<file path="src/rtl/assoc_tag_mem_pkg.sv">
// ============================================================================
// Module  : assoc_tag_mem_pkg
// Brief   : Shared sizing defaults, count-width helper and wb_hit encoding
//           used by the associative tag memory.
// Rev     : 1.0
// ============================================================================
`default_nettype none

package assoc_tag_mem_pkg;

    localparam int DEF_DEPTH  = 8;
    localparam int DEF_TAG_W  = 3;
    localparam int DEF_DATA_W = 3;

    localparam logic WB_UPDATE = 1'b1;
    localparam logic WB_ALLOC  = 1'b0;

    // Width needed to hold a count from 0 up to and including depth
    function automatic int count_w(input int depth);
        return $clog2(depth + 1);
    endfunction

endpackage

`default_nettype wire

</file>
<file path="src/rtl/assoc_tag_mem_match.sv">
// ============================================================================
// Module  : assoc_tag_mem_match
// Brief   : Fully associative compare of one tag against all valid entries;
//           the lowest-index match wins.
// Rev     : 1.0
// ============================================================================
`default_nettype none

module assoc_tag_mem_match
    import assoc_tag_mem_pkg::*;
#(
    parameter int DEPTH = DEF_DEPTH,
    parameter int TAG_W = DEF_TAG_W,
    parameter int IDX_W = $clog2(DEPTH)
) (
    input  logic [DEPTH-1:0]       i_valid,
    input  logic [DEPTH*TAG_W-1:0] i_tags,
    input  logic [TAG_W-1:0]       i_tag,
    output logic                   o_hit,
    output logic [DEPTH-1:0]       o_onehot,
    output logic [IDX_W-1:0]       o_idx
);

    logic [DEPTH-1:0] w_match;

    for (genvar i = 0; i < DEPTH; i++) begin : g_cmp
        assign w_match[i] = i_valid[i] && (i_tags[i*TAG_W +: TAG_W] == i_tag);
    end

    assign o_hit    = |w_match;
    // Isolate the lowest set bit
    assign o_onehot = w_match & (~w_match + DEPTH'(1));

    always_comb begin
        o_idx = '0;
        for (int i = DEPTH - 1; i >= 0; i--) begin
            if (w_match[i]) o_idx = IDX_W'(i);
        end
    end

endmodule

`default_nettype wire

</file>
<file path="src/rtl/assoc_tag_mem.sv">
// ============================================================================
// Module  : assoc_tag_mem
// Brief   : Clocked fully associative tag/data memory with hit reporting,
//           allocate-on-miss write-back, round-robin eviction and flush.
//           Define ASSOC_TAG_MEM_BYPASS_EN to forward a same-edge write-back
//           to a read of the same tag.
// Rev     : 1.0
// ============================================================================
`default_nettype none

module assoc_tag_mem
    import assoc_tag_mem_pkg::*;
#(
    parameter int DEPTH  = DEF_DEPTH,
    parameter int TAG_W  = DEF_TAG_W,
    parameter int DATA_W = DEF_DATA_W
) (
    input  logic                        clock,
    input  logic                        reset_n,
    input  logic                        rd_en,
    input  logic [TAG_W-1:0]            rd_tag,
    output logic                        rd_valid,
    output logic                        rd_hit,
    output logic [DATA_W-1:0]           rd_data,
    input  logic                        wb_en,
    input  logic [TAG_W-1:0]            wb_tag,
    input  logic [DATA_W-1:0]           wb_data,
    output logic                        wb_hit,
    input  logic                        flush,
    output logic [count_w(DEPTH)-1:0]   count
);

    localparam int IDX_W = $clog2(DEPTH);
    localparam int CNT_W = count_w(DEPTH);

    logic [DEPTH-1:0]  r_valid;
    logic [TAG_W-1:0]  r_tag  [DEPTH];
    logic [DATA_W-1:0] r_data [DEPTH];
    logic [IDX_W-1:0]  r_ptr;
    logic [CNT_W-1:0]  r_count;
    logic              r_rd_valid;
    logic              r_rd_hit;
    logic [DATA_W-1:0] r_rd_data;
    logic              r_wb_hit;

    logic [DEPTH*TAG_W-1:0] w_tags;
    logic                   w_rd_hit, w_wb_hit;
    logic [DEPTH-1:0]       w_rd_onehot, w_wb_onehot;
    logic [IDX_W-1:0]       w_rd_idx, w_wb_idx;
    logic [IDX_W-1:0]       w_free_idx, w_wr_idx;
    logic                   w_full, w_wr;
    logic                   w_rsp_hit;
    logic [DATA_W-1:0]      w_rsp_data;
    logic                   w_unused;

    for (genvar i = 0; i < DEPTH; i++) begin : g_flat
        assign w_tags[i*TAG_W +: TAG_W] = r_tag[i];
    end

    assoc_tag_mem_match #(.DEPTH(DEPTH), .TAG_W(TAG_W), .IDX_W(IDX_W)) u_rd_match (
        .i_valid  (r_valid),
        .i_tags   (w_tags),
        .i_tag    (rd_tag),
        .o_hit    (w_rd_hit),
        .o_onehot (w_rd_onehot),
        .o_idx    (w_rd_idx)
    );

    assoc_tag_mem_match #(.DEPTH(DEPTH), .TAG_W(TAG_W), .IDX_W(IDX_W)) u_wb_match (
        .i_valid  (r_valid),
        .i_tags   (w_tags),
        .i_tag    (wb_tag),
        .o_hit    (w_wb_hit),
        .o_onehot (w_wb_onehot),
        .o_idx    (w_wb_idx)
    );

    // Only the encoded index is needed on both ports
    assign w_unused = ^{w_rd_onehot, w_wb_onehot};

    // Lowest-index free slot
    always_comb begin
        w_free_idx = '0;
        for (int i = DEPTH - 1; i >= 0; i--) begin
            if (!r_valid[i]) w_free_idx = IDX_W'(i);
        end
    end

    assign w_full   = &r_valid;
    assign w_wr     = wb_en && !flush;
    assign w_wr_idx = w_wb_hit ? w_wb_idx : (w_full ? r_ptr : w_free_idx);

    always_comb begin
        w_rsp_hit  = w_rd_hit;
        w_rsp_data = w_rd_hit ? r_data[w_rd_idx] : '0;
`ifdef ASSOC_TAG_MEM_BYPASS_EN
        if (wb_en && (rd_tag == wb_tag)) begin
            w_rsp_hit  = 1'b1;
            w_rsp_data = wb_data;
        end
`endif
        if (flush) begin
            w_rsp_hit  = 1'b0;
            w_rsp_data = '0;
        end
    end

    always_ff @(posedge clock or negedge reset_n) begin
        if (!reset_n) begin
            r_valid    <= '0;
            r_ptr      <= '0;
            r_count    <= '0;
            r_rd_valid <= 1'b0;
            r_rd_hit   <= 1'b0;
            r_rd_data  <= '0;
            r_wb_hit   <= 1'b0;
        end else begin
            r_rd_valid <= rd_en;
            if (rd_en) begin
                r_rd_hit  <= w_rsp_hit;
                r_rd_data <= w_rsp_data;
            end
            if (flush) begin
                r_valid <= '0;
                r_ptr   <= '0;
                r_count <= '0;
            end else if (wb_en) begin
                r_wb_hit <= w_wb_hit ? WB_UPDATE : WB_ALLOC;
                if (!w_wb_hit) begin
                    r_valid[w_wr_idx] <= 1'b1;
                    if (w_full) begin
                        r_ptr <= (r_ptr == IDX_W'(DEPTH - 1)) ? '0 : r_ptr + IDX_W'(1);
                    end else begin
                        r_count <= r_count + CNT_W'(1);
                    end
                end
            end
        end
    end

    // Tag/data storage carries no reset; validity lives in r_valid
    always_ff @(posedge clock) begin
        if (w_wr) begin
            r_tag[w_wr_idx]  <= wb_tag;
            r_data[w_wr_idx] <= wb_data;
        end
    end

    assign rd_valid = r_rd_valid;
    assign rd_hit   = r_rd_hit;
    assign rd_data  = r_rd_data;
    assign wb_hit   = r_wb_hit;
    assign count    = r_count;

endmodule

`default_nettype wire

</file>
<file path="config.mk">
export PLATFORM = sky130hd
export DESIGN_NAME = assoc_tag_mem
export DESIGN_NICKNAME = d
export VERILOG_FILES = /design/src/rtl/assoc_tag_mem_pkg.sv /design/src/rtl/assoc_tag_mem_match.sv /design/src/rtl/assoc_tag_mem.sv
export SDC_FILE = /design/constraint.sdc
export NUM_CORES = 1
export LEC_CHECK = 0
export BUFFER_PORTS_ARGS = -buffer_cell sky130_fd_sc_hd__buf_2
export CAP_MARGIN = 40
export CORE_UTILIZATION = 55
export CTS_CLUSTER_SIZE = 24
export DETAILED_ROUTE_END_ITERATION = 6
export PLACE_DENSITY = 0.77
export SETUP_SLACK_MARGIN = 0.05
export SLEW_MARGIN = 20
export SYNTH_ARGS = -nofsm -noshare
export SYNTH_HDL_FRONTEND = slang
export SYNTH_SLANG_ARGS = --single-unit
export TNS_END_PERCENT = 100
</file>
<file path="constraint.sdc">
create_clock -name clock -period 4.5 [get_ports clock]
set_input_delay 0.9 -clock clock [delete_from_list [all_inputs] [get_ports clock]]
set_output_delay 0.9 -clock clock [all_outputs]
set_load 0.02 [all_outputs]
</file>
After elaboration in Yosys (flattened, before gate mapping)

Memories as Yosys holds them, arrays and structs flattened.
Index checks and enable logic that the tools add are counted.

Bits of input ports: 14
Memory bits (writable): 48
Flip-flop bits (word level): 21
Memories kept: 2
Word-level logic and storage cells: 108

Memories:

| memory | depth | bits a word | rd ports | clocked after memory_dff | write ports | RTL line            | RTL |
|---|---|---|---|---|---|---|---|
| r_data | 8     | 3           | 1        | 0                        | 1           | assoc_tag_mem.sv:38 | `logic [DATA_W-1:0] r_data [DEPTH];` |
| r_tag  | 8     | 3           | 8        | 0                        | 1           | assoc_tag_mem.sv:37 | `logic [TAG_W-1:0] r_tag [DEPTH];` |

Bitwise operators: 2
Reduce and logical (&&, ||, !) cells: 28
Muxes and demuxes: 46
$lt $le $gt $ge: 2
Equality and inequality tests: 19
$add $sub $neg: 2

Operators with widths:

| operator              | number |
|---|---|
| $mux W3               | 33 |
| $eq A3 B3 Y1          | 16 |
| $mux W8               | 3 |
| $logic_and A1 B1 Y1   | 18 |
| $mux W4               | 4 |
| $reduce_or A8 Y1      | 2 |
| $or A8 B8 Y8          | 1 |
| $reduce_and A8 Y1     | 1 |
| $reduce_and A3 Y1     | 2 |
| $mux W1               | 5 |
| $add A4 B1 Y4 const B | 1 |
| $lt A3 B4 Y1 const B  | 1 |
| $ne A2 B2 Y1 const B  | 2 |
| $reduce_and A2 Y1     | 2 |
| $reduce_bool A2 Y1    | 2 |
| $add A3 B1 Y3 const B | 1 |
| $demux W1 S3          | 1 |
| $eq A3 B3 Y1 const B  | 1 |
| $ge A3 B1 Y1 const B  | 1 |
| $logic_not A1 Y1      | 1 |
| $not A1 Y1            | 1 |

Depth between registers and ports, before layout

Word-level depth: 19
Depth in mapped cells: 9
Mapped depth without buffers: 7

Hierarchy

Synthesis repeated with hierarchy kept, for this count alone.

Cell total of the unflattened synthesis: 297
Area total of the unflattened synthesis: 3648.5 um^2

By module, submodules not included:

| module              | seq. area each (um^2) | area an instance (um^2) | cells an instance | times used |
|---|---|---|---|---|
| assoc_tag_mem       | 1966.9                | 2712.6                  | 171               | 1 |
| assoc_tag_mem_match | 0.0                   | 467.9                   | 63                | 2 |

Worst setup path before layout

Ideal clock, no wire load.

Kind: in2reg
Start point: input port wb_tag[0]
End point: memory r_data[0][0] (netlist bit) (enable)
Arrival time: 2.546 ns
Buffers on the path: 1
Data required time: 4.123 ns
Cell stages on the path: 8
Setup slack: 1.577 ns
Path through: buf_4 xnor2_1 and4_1 o21ai_1 a21boi_0 o21ai_1 a22o_1 nor3_1

Word-level cells in the longest chain between the ends: 11
Elaborated cells between the ends (all ways): 26
Classes of those cells: eq/ne (8); mux (9); reduce/logical (9)

RTL lines:

| element              | RTL line                  | RTL |
|---|---|---|
| start: declaration   | assoc_tag_mem.sv:26       | `input logic [TAG_W-1:0] wb_tag,` |
| $eq A3 B3 Y1         | assoc_tag_mem_match.sv:27 | `assign w_match[i] = i_valid[i] && (i_tags[i*TAG_W +: TAG_W] == i_tag);` |
| $logic_and A1 B1 Y1  | assoc_tag_mem_match.sv:27 |  |
| $mux W3 (8 in a row) | assoc_tag_mem_match.sv:37 | `if (w_match[i]) o_idx = IDX_W'(i);` |
| $mux W3 (*)          | assoc_tag_mem.sv:91       | `assign w_wr_idx = w_wb_hit ? w_wb_idx : (w_full ? r_ptr : w_free_idx);` |
| end: declaration     | assoc_tag_mem.sv:38       |  |

Every way passes the cells marked *; elsewhere a longest branch is shown, timed or not.

Final worst setup path

Start point: input port wb_tag[0]
End point: memory r_tag[4][2] (netlist bit) (enable)

Word-level cells in the longest chain between the ends: 11
Elaborated cells between the ends (all ways): 26
Classes of those cells: eq/ne (8); mux (9); reduce/logical (9)

RTL lines:

| element              | RTL line |
|---|---|
| $eq A3 B3 Y1         | assoc_tag_mem_match.sv:27 |
| $logic_and A1 B1 Y1  | assoc_tag_mem_match.sv:27 |
| $mux W3 (8 in a row) | assoc_tag_mem_match.sv:37 |
| $mux W3 (*)          | assoc_tag_mem.sv:91 |
| end: declaration     | assoc_tag_mem.sv:37 |

Marked as above.

==> impl_metrics.py <==
metrics = {
    "synth": {
        "yosysUniqueCellTypes": 52,
        "syn_area_um2": 3567,
        "synth_seq_cells": 69,
        "async_flop_share_pct": 30.43,
        "seq_area_frac_synth_pct": 55.14,
        "syn_nets": 301,
        "ys_warn_count": 0,
        "synthCells": 284,
        "synth_enable_flop_cells": 48,
        "synth-main-ff-cell": "edfxtp_1",
        "syn_area_per_cell_um2": 12.56,
    },
    "detailed_routing": {
        "drc_errors": 0,
        "dr.pass1.iters": 5,
        "drt-vias-per-instance": 6.130,
        "drtIter0Drc": 220,
        "vias": 2403,
        "avgRoutedWirePerCell_um": 18.72,
        "route.met2.wl_um": 3216,
        "wirelength_um": 7340,
        "final_antenna_net_count": 0,
        "top_layer": "met4",
        "wl_met3_um": 572,
        "wl_met1_um": 3307,
    },
    "worst_setup_path": {
        "critPathCaptureType": "flop",
        "crit_buf_inv": 1,
        "critPathLaunchType": "primary input",
        "worst-setup-path-type": "primary input to flop",
        "path_cells": "buf_2 > xnor2_1 > and4_1 > o21ai_1 > a21boi_0 > o21ai_1 > a22oi_1 > and3_1",
        "cpMaxStageDelayCell": "a22oi_1",
        "critPathMaxStageDelay_ns": 0.55,
        "cp_max_fo": 16,
        "critPathTopFamily": "compound AO/OA/AOI/OAI gates",
        "crit_required_ns": 4.49,
        "critPathMostFrequentCell": "o21ai_1",
        "worst_ep_arrival_time_ns": 3.05,
    },
    "final_layout": {
        "fin_cells": 392,
        "diodes": 0,
        "synthToLayoutAreaGrowth_pct": 9.506,
        "num-nets-final": 330,
        "final_cell_mix": "xnor2_1 (48), edfxtp_1 (48), buf_2 (25)",
        "fill_cells": 476,
        "stdcell_area_um2": 3906,
        "layout-drive-gt1-share_pct": 18.93,
        "fin_util_pct": 64.08,
    },
    "clock_network": {
        "cts-resized-gates": 0,
        "clk_latency_ns": 0.34,
        "cts.sinks": 69,
        "cts.clk_slew.worst_paths_ns": 0.07,
        "cts-root-buf": "clkbuf_8",
        "cts_buffers": 9,
        "cts_tree": "yes",
        "h-tree-depth": 3,
        "cts_buffer_depth": 2,
        "ctsHoldBuffers": 0,
        "post-cts-setup-buffers": 0,
    },
    "global_routing": {
        "grt_pass1_vias": 2308,
        "grt_pass1_wl_um": 11470,
        "grtUsageTotal_pct": 24.30,
        "antenna_found_initial": 0,
        "overflow": 0,
        "grt_max_degree": 22,
    },
    "placement": {
        "pre_cts_ws_ns": 1.065,
        "portBuffers": 23,
        "dp_hpwl_um": 5388,
        "placed_cells": 375,
        "place_congestion": 0.8733,
        "placed_area_um2": 3716,
    },
    "floorplanning": {
        "die_h_um": 82.54,
        "fp.dieW_um": 82.54,
        "core_um2": 6096,
        "die-area_um2": 6812,
        "pin_count": 24,
        "start_util_pct": 58.52,
        "rows": 28,
    },
    "timing": {
        "whs_ns": 0.4921,
        "max_freq_mhz": 326.9,
        "final.setup.worst_slack_ns": 1.441,
        "setup_viol": 0,
        "finalHoldViolCount": 0,
        "rsz0062_at_grt": "false",
        "slew_viol_final": 0,
        "fin_crit_sh_pct": 67.98,
        "slew_headroom_pct": 57.74,
        "min_period_ns": 3.059,
        "clock_skew_ns": 0.006196,
        "fin_setup_tns_ns": 0,
        "tightest_slew_ns": 0.6339,
    },
    "flow_run": {
        "cap_violations": 0,
    },
    "pwr": {
        "ir_drop_mv": 0.2323,
        "total_power_mw": 1.302,
        "p_leak_nw": 1.444,
        "power_density_nw_per_um2": 333.3,
    },
    "outcome": {
        "status": "finished clean",
    },
    "min_path": {
        "worstHoldPathType": "primary input to asynchronous set/reset pin",
    },
}
## registers in the layout, indices dropped and copies added (netlist names)
register / count
r_ptr: 3
rd_data: 3
count: 4
rd_hit: 1
rd_valid: 1
r_data: 24
r_valid: 8
wb_hit: 1
r_tag: 24
## final cells by class
type                    instances  area [um^2]  area share (%)
flip-flops and latches         69         1967           50.35
multi-input cells             198         1495           38.28
repair buffers                 27        140.1           3.587
clock buffers                  10        127.6           3.267
well taps                      75        93.84           2.402
clock inverters                 5        52.55           1.345
inverters                       8        30.03          0.7687
## final timing paths
path                                  start     endpoint  slack (ns)  cells after the start
worst max-delay path              wb_tag[0]  r_tag[4][2]        1.44                      8
worst min-delay path                reset_n     r_ptr[2]        0.49                      1
worst max register to register  r_tag[6][2]  r_tag[4][2]        1.88                      7
worst min register to register   rd_data[1]   rd_data[1]        0.50                      2
max in group asynchronous           reset_n     count[1]        3.70                      1
min in group clock               rd_data[1]   rd_data[1]        0.50                      2
## per-layer routing
metal,track usage [%],up-vias
li1,-,1138
met1,31.91,1144
met2,36.45,99
met3,7.363,22
met4,12.07,0
met5,0,-
## cell usage after synthesis, types with 2 or more instances
cell      instances  area share [%]
a211o_1           2            0.49
a21boi_0          2            0.42
a21oi_1           4            0.56
a221oi_1          2            0.49
a22o_1            2            0.49
a31oi_1           4            0.70
a32o_1           11             3.1
and3_1            7             1.2
and4_1            2            0.49
and4_4            3            0.95
buf_4             5             1.1
buf_6             3            0.95
dfrtp_1          21              15
edfxtp_1         48              40
ha_1              3             1.1
inv_1             7            0.74
mux2i_1           8             2.2
nand2_1          15             1.6
nand3_1           5            0.70
nand4_1          16             2.8
nand4_2           4             1.4
nor2_1           14             1.5
nor2b_1           2            0.35
nor3_1            7            0.98
o211ai_1          5             1.1
o21ai_0           6            0.84
o21ai_1           3            0.42
xnor2_1          48              12
xor2_1            2            0.49
## worst register-to-register path, delay by kind of cell (launching register included)
| kind | cells | cell delay [ns] |
|---|---|---|
| simple gates | 2 | 0.73 |
| compound gates | 4 | 0.91 |
| flops | 1 | 0.43 |
| xor+xnor | 1 | 0.19 |
## power breakdown
| group | total, mW | switching (mW) | internal (mW) |
|---|---|---|---|
| combinational | 0.126 | 0.0792 | 0.0472 |
| clock | 0.463 | 0.213 | 0.250 |
| sequential | 0.713 | 0.0153 | 0.698 |
| total | 1.30 | 0.308 | 0.994 |
## logic make-up after synthesis
group                      after synthesis  share of synthesized area, %
adders and majority gates                3                         1.052
xor gates and xnor gates                50                         12.28
AOI/OAI and AO/OA                       52                         11.89
buffers and inverters                   17                         2.946
DFF                                     69                         55.14
muxes                                    8                         2.245
and+or+nand+nor                         85                         14.45
(Power assumes the default switching activity.)
